$ cat config.mk
export PLATFORM = sky130hd
export DESIGN_NAME = deplasare_cerc_hex
export DESIGN_NICKNAME = d
export VERILOG_FILES = /design/src/rtl/deplasare_pkg.sv /design/src/rtl/deplasare_prescaler.sv /design/src/rtl/deplasare_cerc_hex.sv
export SDC_FILE = /design/constraint.sdc
export NUM_CORES = 1
export LEC_CHECK = 0
export ABC_AREA = 1
export ABC_CLOCK_PERIOD_IN_PS = 4600
export CORE_MARGIN = 3
export CORE_UTILIZATION = 57
export DETAILED_ROUTE_END_ITERATION = 7
export HOLD_SLACK_MARGIN = 0.08
export PLACE_DENSITY = 0.79
export RECOVER_POWER = 100
export SETUP_SLACK_MARGIN = 0.5
export SLEW_MARGIN = 20
export SYNTH_ARGS = -nofsm -noshare
export SYNTH_HDL_FRONTEND = slang
export SYNTH_SLANG_ARGS = --single-unit
$ cat constraint.sdc
create_clock -name clk_i -period 4.6 [get_ports clk_i]
set_input_delay 0.46 -clock clk_i [delete_from_list [all_inputs] [get_ports clk_i]]
set_output_delay 0.46 -clock clk_i [all_outputs]
set_load 0.01 [all_outputs]
$ cat src/rtl/deplasare_pkg.sv
// Shared constants and helpers for the perimeter segment animator.
// Maps a perimeter position to a display index and a segment index.
package deplasare_pkg;

    localparam logic [2:0] SEG_A  = 3'd0;
    localparam logic [2:0] SEG_B  = 3'd1;
    localparam logic [2:0] SEG_C  = 3'd2;
    localparam logic [2:0] SEG_D  = 3'd3;
    localparam logic [2:0] SEG_E  = 3'd4;
    localparam logic [2:0] SEG_F  = 3'd5;
    localparam logic [2:0] SEG_G  = 3'd6;
    localparam logic [2:0] SEG_DP = 3'd7;

    typedef struct packed {
        int         disp;
        logic [2:0] seg;
    } seg_loc_t;

    function automatic logic [7:0] seg_off(input logic common_anode);
        return common_anode ? 8'hFF : 8'h00;
    endfunction

    // Clockwise walk: top row left to right, right edge down, bottom row
    // right to left, then up the left edge.
    function automatic seg_loc_t pos_to_seg(input int pos, input int n);
        seg_loc_t loc;
        if (pos < n) begin
            loc.disp = n - 1 - pos;
            loc.seg  = SEG_A;
        end else if (pos == n) begin
            loc.disp = 0;
            loc.seg  = SEG_B;
        end else if (pos == n + 1) begin
            loc.disp = 0;
            loc.seg  = SEG_C;
        end else if (pos < 2 * n + 2) begin
            loc.disp = pos - n - 2;
            loc.seg  = SEG_D;
        end else if (pos == 2 * n + 2) begin
            loc.disp = n - 1;
            loc.seg  = SEG_E;
        end else begin
            loc.disp = n - 1;
            loc.seg  = SEG_F;
        end
        return loc;
    endfunction

endpackage

$ cat src/rtl/deplasare_prescaler.sv
// Step-rate prescaler: pulses tick_o once every STEP_CYCLES enabled cycles.
// Holding en_i low freezes the count; clear_i discards it.
module deplasare_prescaler #(
    parameter int STEP_CYCLES = 5_000_000
) (
    input  logic clk_i,
    input  logic rst_ni,
    input  logic en_i,
    input  logic clear_i,
    output logic tick_o
);

    localparam int CNT_W = $clog2(STEP_CYCLES);
    localparam logic [CNT_W-1:0] CNT_LAST = CNT_W'(STEP_CYCLES - 1);

    logic [CNT_W-1:0] cnt_q;
    logic [CNT_W-1:0] cnt_d;

    assign tick_o = en_i && (cnt_q == CNT_LAST);

    always_comb begin
        cnt_d = cnt_q;
        if (clear_i) begin
            cnt_d = '0;
        end else if (en_i) begin
            cnt_d = tick_o ? '0 : cnt_q + 1'b1;
        end
    end

    always_ff @(posedge clk_i) begin
        if (!rst_ni) begin
            cnt_q <= '0;
        end else begin
            cnt_q <= cnt_d;
        end
    end

endmodule

$ cat src/rtl/deplasare_cerc_hex.sv
// Moves a lit segment (or a trail of them) around the outer perimeter of a
// row of 7-segment displays, with its own step timing, direction and restart.
module deplasare_cerc_hex
    import deplasare_pkg::*;
#(
    parameter int   DISPLAY_COUNT = 6,
    parameter logic COMMON_ANODE  = 1'b1,
    parameter int   STEP_CYCLES   = 5_000_000,
    parameter int   TRAIL_MAX     = 4,
    parameter int   PERIM         = 2 * DISPLAY_COUNT + 4,
    parameter int   POS_W         = $clog2(PERIM),
    localparam int  TL_W          = $clog2(TRAIL_MAX + 1)
) (
    input  logic                          clk_i,
    input  logic                          rst_ni,
    input  logic                          en_i,
    input  logic                          dir_i,
    input  logic                          restart_i,
    input  logic [TL_W-1:0]               trail_len_i,
    output logic [DISPLAY_COUNT-1:0][7:0] seg7_o,
    output logic [POS_W-1:0]              pos_o,
    output logic                          wrap_o
);

    localparam logic [POS_W-1:0] HEAD_LAST = POS_W'(PERIM - 1);
    localparam int LEN_MAX = (TRAIL_MAX < PERIM) ? TRAIL_MAX : PERIM;
    localparam logic [7:0] SEG_OFF = seg_off(COMMON_ANODE);

    logic                          tick;
    logic [POS_W-1:0]              head_q;
    logic [POS_W-1:0]              head_d;
    logic                          wrap_q;
    logic                          wrap_d;
    logic [DISPLAY_COUNT-1:0][7:0] lit;
    logic [DISPLAY_COUNT-1:0][7:0] seg_q;
    logic [DISPLAY_COUNT-1:0][7:0] seg_d;
    int                            len;
    int                            p;
    seg_loc_t                      loc;

    deplasare_prescaler #(
        .STEP_CYCLES(STEP_CYCLES)
    ) u_prescaler (
        .clk_i  (clk_i),
        .rst_ni (rst_ni),
        .en_i   (en_i),
        .clear_i(restart_i),
        .tick_o (tick)
    );

    // Restart overrides a coincident tick and never reports a wrap.
    always_comb begin
        head_d = head_q;
        wrap_d = 1'b0;
        if (restart_i) begin
            head_d = '0;
        end else if (tick) begin
            if (dir_i) begin
                if (head_q == HEAD_LAST) begin
                    head_d = '0;
                    wrap_d = 1'b1;
                end else begin
                    head_d = head_q + 1'b1;
                end
            end else begin
                if (head_q == '0) begin
                    head_d = HEAD_LAST;
                    wrap_d = 1'b1;
                end else begin
                    head_d = head_q - 1'b1;
                end
            end
        end
    end

    // Trail sits behind the direction of motion; len never exceeds PERIM,
    // so a single add/subtract of PERIM is enough to wrap.
    always_comb begin
        lit = '0;
        p   = 0;
        loc = '0;
        len = int'(trail_len_i);
        if (len < 1) len = 1;
        if (len > LEN_MAX) len = LEN_MAX;
        for (int j = 0; j < TRAIL_MAX; j++) begin
            if (j < len) begin
                p = dir_i ? int'(head_q) - j : int'(head_q) + j;
                if (p < 0) begin
                    p = p + PERIM;
                end else if (p >= PERIM) begin
                    p = p - PERIM;
                end
                loc = pos_to_seg(p, DISPLAY_COUNT);
                for (int d = 0; d < DISPLAY_COUNT; d++) begin
                    if (loc.disp == d) lit[d][loc.seg] = 1'b1;
                end
            end
        end
    end

    always_comb begin
        for (int d = 0; d < DISPLAY_COUNT; d++) begin
            seg_d[d] = SEG_OFF ^ lit[d];
        end
    end

    always_ff @(posedge clk_i) begin
        if (!rst_ni) begin
            head_q <= '0;
            wrap_q <= 1'b0;
            for (int d = 0; d < DISPLAY_COUNT; d++) begin
                seg_q[d] <= SEG_OFF;
            end
        end else begin
            head_q <= head_d;
            wrap_q <= wrap_d;
            seg_q  <= seg_d;
        end
    end

    assign pos_o  = head_q;
    assign wrap_o = wrap_q;
    assign seg7_o = seg_q;

endmodule

==> impl_metrics.ini <==
[status]
status = finished, final reports clean

[synth]
synth_top_area_frac = 0.299
synthTopCellsByArea = dfxtp_1 (30%), nand2_1 (12%), ha_1 (8.9%)
ys_warn_count = 0
syn_inst = 747
ys_seq_area_frac = 0.299
synth_largest_area_cell = dfxtp_1
synthAdderAreaFrac = 0.0886
yosysUniqueCellTypes = 48
synth_area_per_cell_sq_um = 6.80
synth_compound_area_frac = 0.0906
synth-xor-area-share = 0.0172
synth_ff_type = dfxtp_1
async_flop_share = 0
synth_top_family_by_area = simple AND/OR/NAND/NOR gates
synthSimpleGateAreaFrac = 0.404
synth-edff-count = 0
syn_area_sq_um = 5080
muxShareOfSynthArea = 0.00443
ys_ff_latch = 76

[clock_tree]
cts_max_path_buffers = 2
numClockSinks = 76
htreeDepth = 3
root_buffer = clkbuf_8
clk_pin_slew_ps = 80
tritoncts = done
cts_buffers = 9
clk_latency_ps = 340

[sta]
tightest_slew_ps = 768
period_needed_ps = 3990
clock_skew_ps = 7.49
finalHoldViolations = 0
worst_slack_ps = 613
slew_violations = 0
finalSetupViolCount = 0
setup_tns_ps = 0
rsz0062_at_grt = false
fin_crit_sh = 0.867
relSlewSlack = 0.488
max_freq_ghz = 0.251

[worst_setup_path]
cp-start-kind = flip-flop
cpLargestDelayFamily = simple AND/OR/NAND/NOR gates
cpMostUsedCell = inv_1
cp-end-kind = flip-flop
path_class = reg2reg
cpPeakStageDelay_ps = 700
crit_path_cell_trace = inv_1, nand2_1, inv_1, nand3_2, nand2_1, ha_1, inv_1, nand3_1, nand3_4, ha_2, inv_1, nor2_1, inv_1, ha_1, inv_1, nand2_1, nand3_1, nor2_1, nor2_2, nand3_2, nor2_2, nand3_1, nand2_1, nand2_1
cp.required_ps = 4810
worstPathArrival_ps = 4200
slowest_stage = dfxtp_1
path_max_fanout = 13
critPathBufInv = 6

[grt]
grt_first_pass_wirelength_um = 21900
met3_usage = 0.0459
grt_pass1_vias = 4766
track_usage = 0.263
grt_use_met1 = 0.357
grt-busiest-layer = met2
grt_max_degree = 20
use_met2 = 0.430
antenna_found_initial = 0
overflow = 0

[finish]
multi_input_area_sq_um = 3240
antenna_cells = 0
seqCellArea_sq_um = 1530
syn2layout_area_growth_pct = 21.0
final_layout_size_suffix_gt1_frac = 0.108
nFillCells = 711
final_cell_mix = nand2_1 (168), inv_1 (96), nor2_1 (89), nand3_1 (74), dfxtp_1 (74)
layout_commonest_cell = nand2_1
nets = 892

[placement]
gp_congestion = 0.950
place.detailed.hpwl_um = 9950
place_ws_ps = 254
port-buffer-count = 60

[job]
drv_cap = 0

[detailed_routing]
vias = 5142
drt_wl_total_um = 12700
viasPerCell = 5.37
drtAntennaViolNets = 0
route.detailed.drc = 0
wire_per_inst_um = 13.3
dr.first_iter.drc_count = 349
firstDrtPassIters = 5

[pwr]
peakVddDrop_mv = 0.209
power_frac_seq = 0.479
p_comb_frac = 0.188
internal_power_mw = 0.973
pwr-share-clk = 0.334
p_sw_mw = 0.445
power.density_nw_per_um2 = 231
p_sw_frac = 0.314
p_leak_nw = 2.85

[floorplanning]
start_util = 0.603
die_w_um = 100
dieArea_sq_um = 10100
io-pin-count = 61
rows = 33
die_h_um = 100
placeableCoreArea_sq_um = 8420

[hold_path]
hp-class = reg2reg
[cells in the mapped netlist, drive strengths merged, types with 3 or more instances]
cell,instances
nand2,184
inv,107
nor2,104
nand3,89
dfxtp,76
ha,36
a21oi,29
nor3,23
o21ai,23
nand4,11
xor2,9
o22ai,7
a31oi,6
nor4,6
buf,5
clkbuf,4
a211oi,3
nand3b,3
nor3b,3
[flip-flops by register name, indices dropped and copies added, names as in the netlist]
register and flops:
pos_o 4, wrap_o 1, seg7_o 48, u_prescaler.cnt_q 23
[worst min-delay path, stage by stage (launching register included)]
cell	delay [ps]
dfxtp_1	330
nand3_1	80
nand2_1	50
[cells by family after synthesis]
group,count (synthesis)
buf+inv,118
xor+xnor,10
mux,1
simple gates,428
other cells,1
fa+ha+maj,36
flops,76
compound gates,77
[through the flow]
stage               std cells   util  power, mW  hold slack, ps  cell area [sq um]
global route              958  0.730       1.50             524               6150
floorplan                 781      -      0.877             456               5210
CTS                       958  0.725       1.43             499               6110
detailed placement        942  0.702      0.956             479               5910
global placement          942  0.702      0.946             469               5910
finish                    958  0.730       1.42             500               6150
[power by group through the flow]
stage / sequential (mW) / combinational, mW / clock [mW]
floorplan: 0.705 / 0.172 / 0
global placement: 0.695 / 0.251 / 0
detailed placement: 0.696 / 0.260 / 0
CTS: 0.680 / 0.261 / 0.488
global route: 0.681 / 0.298 / 0.517
finish: 0.679 / 0.266 / 0.473
[timing repair]
action / 4_1_cts / 5_1_grt
setup endpoints to repair: 12 / 12
setup buffers: 0 / 0
resized for setup: 2 / 16
hold buffers: 0 / 0
[worst paths after layout]
kind / startpoint / endpoint / slack (ps) / cells after the start
worst max-delay path: pos_o[3]$_SDFFE_PP0P_ / seg7_o[32]$_SDFF_PN1_ / 610 / 24
worst min-delay path: u_prescaler.cnt_q[1]$_SDFFE_PP0P_ / u_prescaler.cnt_q[1]$_SDFFE_PP0P_ / 500 / 2
worst max register to register: pos_o[3]$_SDFFE_PP0P_ / seg7_o[32]$_SDFF_PN1_ / 610 / 24
worst min register to register: u_prescaler.cnt_q[1]$_SDFFE_PP0P_ / u_prescaler.cnt_q[1]$_SDFFE_PP0P_ / 500 / 2
[layout make-up]
class                           instances  area share
Sequential cell                        76       0.248
Timing Repair Buffer                   65       0.104
Clock inverter                          7      0.0110
Inverter                              109      0.0682
Tap cell                              105      0.0214
Multi-Input combinational cell        587       0.528
Clock buffer                            9      0.0201
[layer usage]
| metal | wire length [um] | vias up |
|---|---|---|
| met5 | 0 | - |
| li1 | - | 2593 |
| met1 | 5620 | 2305 |
| met2 | 6040 | 212 |
| met3 | 831 | 32 |
| met4 | 256 | 0 |
Power figures use the tool's default switching activity.
